## config.mk

```make
export PLATFORM = sky130hd
export DESIGN_NAME = round_judge
export DESIGN_NICKNAME = d
export VERILOG_FILES = /design/src/rtl/round_judge.sv
export SDC_FILE = /design/constraint.sdc
export NUM_CORES = 1
export LEC_CHECK = 0
export ABC_AREA = 1
export CORE_ASPECT_RATIO = 0.75
export CORE_MARGIN = 3
export CORE_UTILIZATION = 33
export DETAILED_ROUTE_END_ITERATION = 16
export GPL_TIMING_DRIVEN = 0
export MAX_ROUTING_LAYER = met4
export SLEW_MARGIN = 0
export SYNTH_ARGS = -nofsm -noshare
export SYNTH_HDL_FRONTEND = slang
export SYNTH_SLANG_ARGS = --single-unit
```

## constraint.sdc

```tcl
create_clock -name clk -period 3.3 [get_ports clk]
set_input_delay 0.33 -clock clk [delete_from_list [all_inputs] [get_ports clk]]
set_output_delay 0.33 -clock clk [all_outputs]
set_load 0.05 [all_outputs]
```

## src/rtl/round_judge.sv

```systemverilog
// round_judge: sequences Tron rounds, judges each outcome from the crash flags and ends the match at WIN_LIMIT wins.
module round_judge #(
  parameter int TIE_WINDOW = 4,
  parameter int HOLDOFF    = 25000000,
  parameter int WIN_LIMIT  = 10
) (
  input  logic       clk,
  input  logic       reset,
  input  logic       start,
  input  logic       crash_p1,
  input  logic       crash_p2,
  output logic       p1_win,
  output logic       p2_win,
  output logic       draw,
  output logic       round_done,
  output logic       round_active,
  output logic       freeze,
  output logic       match_over,
  output logic [1:0] winner
);
  localparam int TW = $clog2(TIE_WINDOW + 2);
  localparam int HW = $clog2(HOLDOFF + 2);
  localparam int CW = $clog2(WIN_LIMIT + 1);
  typedef enum logic [2:0] {IDLE, RUN, TIE_WAIT, REPORT, HOLD, MATCH_END} state_t;
  state_t state, state_n;
  logic [1:0] outcome, res_n;
  logic [TW-1:0] tie_cnt;
  logic [HW-1:0] hold_cnt;
  logic [CW-1:0] tally1, tally2;
  logic start_d, first;
  wire start_rise = start & ~start_d;
  always_ff @(posedge clk or posedge reset) begin
    if (reset) begin
      state      <= IDLE;
      start_d    <= 1'b0;
      first      <= 1'b0;
      tie_cnt    <= '0;
      hold_cnt   <= '0;
      tally1     <= '0;
      tally2     <= '0;
      outcome    <= 2'b00;
      match_over <= 1'b0;
      winner     <= 2'b00;
    end else begin
      state   <= state_n;
      start_d <= start;
      if (state == RUN) begin
        first   <= crash_p2;
        tie_cnt <= TW'(TIE_WINDOW);
      end else if (state == TIE_WAIT)
        tie_cnt <= tie_cnt - TW'(1);
      if (state == REPORT)
        hold_cnt <= HW'(HOLDOFF);
      else if (state == HOLD)
        hold_cnt <= hold_cnt - HW'(1);
      // Tallies and the match result latch on entry to REPORT so match_over/winner show in that cycle.
      if (state_n == REPORT) begin
        outcome <= res_n;
        if (res_n == 2'b01) begin
          tally1 <= tally1 + CW'(1);
          if (tally1 == CW'(WIN_LIMIT - 1)) begin
            match_over <= 1'b1;
            winner     <= 2'b01;
          end
        end
        if (res_n == 2'b10) begin
          tally2 <= tally2 + CW'(1);
          if (tally2 == CW'(WIN_LIMIT - 1)) begin
            match_over <= 1'b1;
            winner     <= 2'b10;
          end
        end
      end
    end
  end
  always_comb begin
    state_n = state;
    res_n   = 2'b00;
    case (state)
      IDLE: if (start_rise) state_n = RUN;
      RUN:
        if (crash_p1 & crash_p2) begin
          state_n = REPORT;
          res_n   = 2'b11;
        end else if (crash_p1 | crash_p2) begin
          if (TIE_WINDOW == 0) begin
            state_n = REPORT;
            res_n   = crash_p1 ? 2'b10 : 2'b01;
          end else
            state_n = TIE_WAIT;
        end
      TIE_WAIT:
        if (first ? crash_p1 : crash_p2) begin
          state_n = REPORT;
          res_n   = 2'b11;
        end else if (tie_cnt == TW'(1)) begin
          state_n = REPORT;
          res_n   = first ? 2'b01 : 2'b10;
        end
      REPORT: state_n = match_over ? MATCH_END : (HOLDOFF == 0 ? IDLE : HOLD);
      HOLD: if (hold_cnt == HW'(1)) state_n = IDLE;
      default: state_n = state;
    endcase
  end
  always_comb begin
    p1_win       = state == REPORT && outcome == 2'b01;
    p2_win       = state == REPORT && outcome == 2'b10;
    draw         = state == REPORT && outcome == 2'b11;
    round_done   = state == REPORT;
    round_active = state == RUN || state == TIE_WAIT;
    freeze       = ~round_active;
  end
endmodule

```

### Word-level counts from Yosys, hierarchy flattened

Index checks and enable logic that the tools add are counted.

* reductions and logical operators: 9
* multiplexer cells: 26
* shifts and indexed selects: 0
* bitwise logic cells: 5
* $mul: 0
* equality and inequality tests: 14
* divide/modulo/power cells: 0
* $lt $le $gt $ge: 0
* $add $sub $neg: 4

Operators with widths (count)
* $mux W25: 2
* $eq A25 B1 Y1 const B: 1
* $sub A25 B1 Y25 const B: 1
* $mux W3: 8
* $mux W2: 8
* $pmux W3 S5: 1
* $eq A3 B2 Y1 const B: 3
* $add A4 B1 Y4 const B: 2
* $eq A4 B4 Y1 const B: 2
* $eq A2 B2 Y1 const B: 3
* $eq A3 B1 Y1 const B: 2
* $mux W1: 6
* $eq A2 B1 Y1 const B: 2
* $pmux W2 S2: 1
* $reduce_and A2 Y1: 2
* $reduce_bool A2 Y1: 2
* $eq A3 B3 Y1 const B: 1
* $logic_and A1 B1 Y1: 3
* $logic_not A3 Y1: 1
* $sub A3 B1 Y3 const B: 1
* $and A1 B1 Y1: 2
* $not A1 Y1: 2
* $logic_or A1 B1 Y1: 1
* $or A1 B1 Y1: 1

* bits in read-only memories: 0
* RAM bits: 0
* memories: 0
* register bits after elaboration: 46
* word-level logic and storage cells: 68
* latch bits: 0
* output and inout port bits: 9

### Logic depth before layout (Yosys ltp)

* word-level depth: 8
* depth in mapped cells: 11
* mapped depth without buffers: 11

### Worst setup path before layout

Ideal clock, no wire load.

* kind: register to output
* from: register state[2]
* to: output draw
* cell stages (with the launch flop): 5
* slack: 0.990 ns
* required time: 2.970 ns
* arrival time: 1.980 ns
* cells stage by stage: dfrtp_1 > inv_1 > nand3_2 > clkbuf_1 > nor3_1

* cells in the longest elaborated chain, start to end: 2

RTL lines
* start, declared: RTL line 25 `state_t state, state_n;`
* start signal, assigned: RTL line 45 `state <= state_n;`
* $eq A3 B2 Y1: RTL line 108 `draw = state == REPORT && outcome == 2'b11;`
* $logic_and A1 B1 Y1: RTL line 108
* end, declared: RTL line 14 `output logic draw,`

No other way between the ends.

### Worst setup path in the final report

* from: register state[2]
* to: output p2_win

* cells in the longest elaborated chain, start to end: 2

RTL lines
* $eq A3 B2 Y1: RTL line 107 `p2_win = state == REPORT && outcome == 2'b10;`
* $logic_and A1 B1 Y1: RTL line 107
* end, declared: RTL line 13 `output logic p2_win,`

No other way between the ends.

==> run_results.csv <==
group,metric,value,unit
power_and_ir_drop,p_sw,1050,uW
synthesis,ys.flop_type,"dfrtp_1",
global_route,grt_overflow,0,
detailed_routing,vias,2088,
power_and_ir_drop,power_frac_seq,0.414,
finish,seqCellArea,1150,um^2
power_and_ir_drop,peakVddDrop,0.241,mV
setup_path,cp-start-kind,"flip-flop",
power_and_ir_drop,p_per_area,817,nW/um^2
detailed_routing,drt_iter0_markers,181,
clocking,clock_sinks,46,
power_and_ir_drop,clkPwrFrac,0.156,
setup_path,worstSetupPathType,"reg2out",
placed_design,dp_hpwl,4.01,mm
detailed_routing,viasPerCell,4.67,
setup_path,critPathRequiredTime,2.97,ns
setup_path,crit_fanout,10,
synthesis,ys_seq_area_frac,0.456,
synthesis,synthArstFlopShare,1.00,
synthesis,ys_seq_elements,46,
synthesis,synth_area_leaders,"dfrtp_1, nand2_1, nor2_1",
clocking,clock_path_buffers,2,
clocking,postCtsResizedCells,0,
placed_design,io_buffer_count,13,
timing,rsz0062_at_grt,"false",
timing,period_needed,2.85,ns
finish,layout-drive-gt1-share,0.0888,
floorplanning,die_h,81.7,um
floorplanning,io_pins,14,
timing,fmax,351,MHz
timing,maxSlewHeadroom,0.668,
timing,fin_ws,0.449,ns
setup_path,path_cells,"inv_1 > nand3_2 > clkbuf_1 > nor3_1 > clkdlybuf4s50_1",
setup_path,slowest_stage,"clkdlybuf4s50_1",
synthesis,ys_types,34,
setup_path,cp-end-kind,"output port",
timing,finalSetupViolations,0,
detailed_routing,drt-pass1-iter-count,4,
synthesis,syn-cell-area,2520,um^2
timing,hold_viol_final,0,
clocking,clk_pin_slew_worst_paths,0.09,ns
timing,tightest_slew,0.496,ns
global_route,grt_max_degree,32,
clocking,h-tree-depth,2,
power_and_ir_drop,internal-power,1310,uW
synthesis,synth-edff-count,0,
synthesis,post-synth-top-count-cell,"nand2_1",
clocking,cts_root_buf,"clkbuf_8",
clocking,clk_latency,0.31,ns
detailed_routing,drc,0,
synthesis,yosysTopAreaCell,"dfrtp_1",
floorplanning,dieArea,8740,um^2
finish,multiInputGateArea,1170,um^2
status,status,"complete, no violations",
global_route,track_usage,0.143,
setup_path,path_delay_family,"buffers and inverters",
detailed_routing,final_antenna_net_count,0,
floorplanning,core_area,7120,um^2
timing,finalClockSkew,0.0107,ns
detailed_routing,drt_wl_total,5.26,mm
synthesis,synth_nets,340,
placed_design,gp_congestion,0.817,
synthesis,synth_common_cells,"nand2_1, dfrtp_1, nor2_1, inv_1, nand3_1",
clocking,ctsHoldBuffers,0,
synthesis,yosysWarnings,0,
power_and_ir_drop,power_frac_comb,0.430,
setup_path,cp_num_buf_inv,3,
worst_hold_path,hp-class,"in2async",
clocking,cts_buffers,5,
placed_design,dpl_worst_slack,0.777,ns
setup_path,slowest_delay,0.84,ns
clocking,cts_tree,"built",
power_and_ir_drop,swShare,0.445,
global_route,antenna_found_initial,0,
detailed_routing,wl_per_cell,11.8,um
setup_path,crit_arrival,2.52,ns
timing,fin_crit_sh,0.864,
synthesis,syn_inst,327,
run,max_cap_viol_count,0,
finish,final_nets,361,
finish,fillers,730,
global_route,grt_pass1_wl,9.56,mm
finish,area_delta_synth_final,14.4,%
floorplanning,start_util,0.354,
synthesis,avgSynthCellArea,7.72,um^2
power_and_ir_drop,p_leak,0.00135,uW
synthesis,yosysTopAreaCellShare,0.456,
clocking,post_cts_buffers,0,
timing,finalSetupTns,0,ns
finish,antennaDiodeCount,0,
global_route,grt_pass1_vias,1999,
floorplanning,std_cell_rows,26,
floorplanning,die_w,107,um
timing,final_max_slew_viol_count,0,
[power groups by stage]
stage,Sequential [uW],Combinational (uW),Clock (uW)
finish,977,1010,367
global route,1020,1170,404
CTS,978,1020,378
detailed placement,989,1020,0
global placement,982,993,0
floorplan,984,750,0
[path summary, 6_finish.rpt]
check,startpoint,endpoint,slack (ns),cells after the start
setup / recovery,state[2],p2_win,0.45,5
hold / removal,reset,hold_cnt[1],0.31,2
min in group clk,hold_cnt[14],hold_cnt[14],0.48,1
hold reg to reg,hold_cnt[14],hold_cnt[14],0.48,1
setup reg to reg,hold_cnt[5],hold_cnt[21],1.56,8
max in group asynchronous,reset,tie_cnt[2],2.50,3
[logic make-up (layout without fill, tap and decap cells)]
group,Yosys count,after routing,share of synthesized area
and+or+nand+nor,169,169,0.302
muxes,1,1,0.00397
AOI/OAI and AO/OA,47,47,0.101
adders and majority gates,8,8,0.0397
DFF,46,46,0.456
buffers and inverters,51,73,0.0793
xor gates and xnor gates,5,5,0.0174
[stage by stage]
stage	util	hold slack (ns)	cells	area (um^2)	power, uW
floorplan	-	0.361	327	2520	1730
global placement	0.390	0.460	438	2780	1970
detailed placement	0.393	0.470	439	2800	2000
CTS	0.405	0.316	447	2890	2380
global route	0.405	0.329	447	2890	2590
finish	0.405	0.308	447	2890	2360
[cell type report]
| class | instances | share of cell area |
|---|---|---|
| Multi-Input combinational cell | 230 | 0.406 |
| Tap cell | 98 | 0.0425 |
| Buffer | 3 | 0.00693 |
| Inverter | 48 | 0.0624 |
| Clock inverter | 1 | 0.00173 |
| Timing Repair Buffer | 14 | 0.0520 |
| Clock buffer | 7 | 0.0299 |
| Sequential cell | 46 | 0.399 |
[registers in the layout, indices dropped and copies added (netlist names)]
register    count
winner          2
tie_cnt         3
match_over      1
state           3
start_d         1
tally1          4
tally2          4
first           1
hold_cnt       25
outcome         2
[worst register-to-register path, delay by kind of cell (launching register included)]
family	cells	cell delay, ns
flops	1	0.41
simple gates	8	1.20
[layer usage]
metal	up-vias	wire, um	track usage
met5	-	0	-
met4	0	95	0.0587
met3	8	186	0.0267
met2	35	2060	0.191
met1	946	2920	0.210
li1	1099	-	-
[cells in the final DEF (no fill, tap or decap), types with 2 or more instances in the layout]
cell type	n
o21ai_1	7
nor2_1	43
o22ai_1	3
dfrtp_1	46
o21ai_0	19
xor2_1	2
nand3b_1	3
nor2_2	4
nor3b_1	2
nand2_2	4
nand2_1	66
clkdlybuf4s50_1	13
ha_1	8
nand3_2	2
clkbuf_1	2
inv_1	40
xnor2_1	3
nand4_1	6
a21oi_1	12
clkbuf_8	6
nor3_2	2
inv_2	8
nand3_1	27
nor3_1	7
No activity file was read; power rests on OpenSTA's default activity.
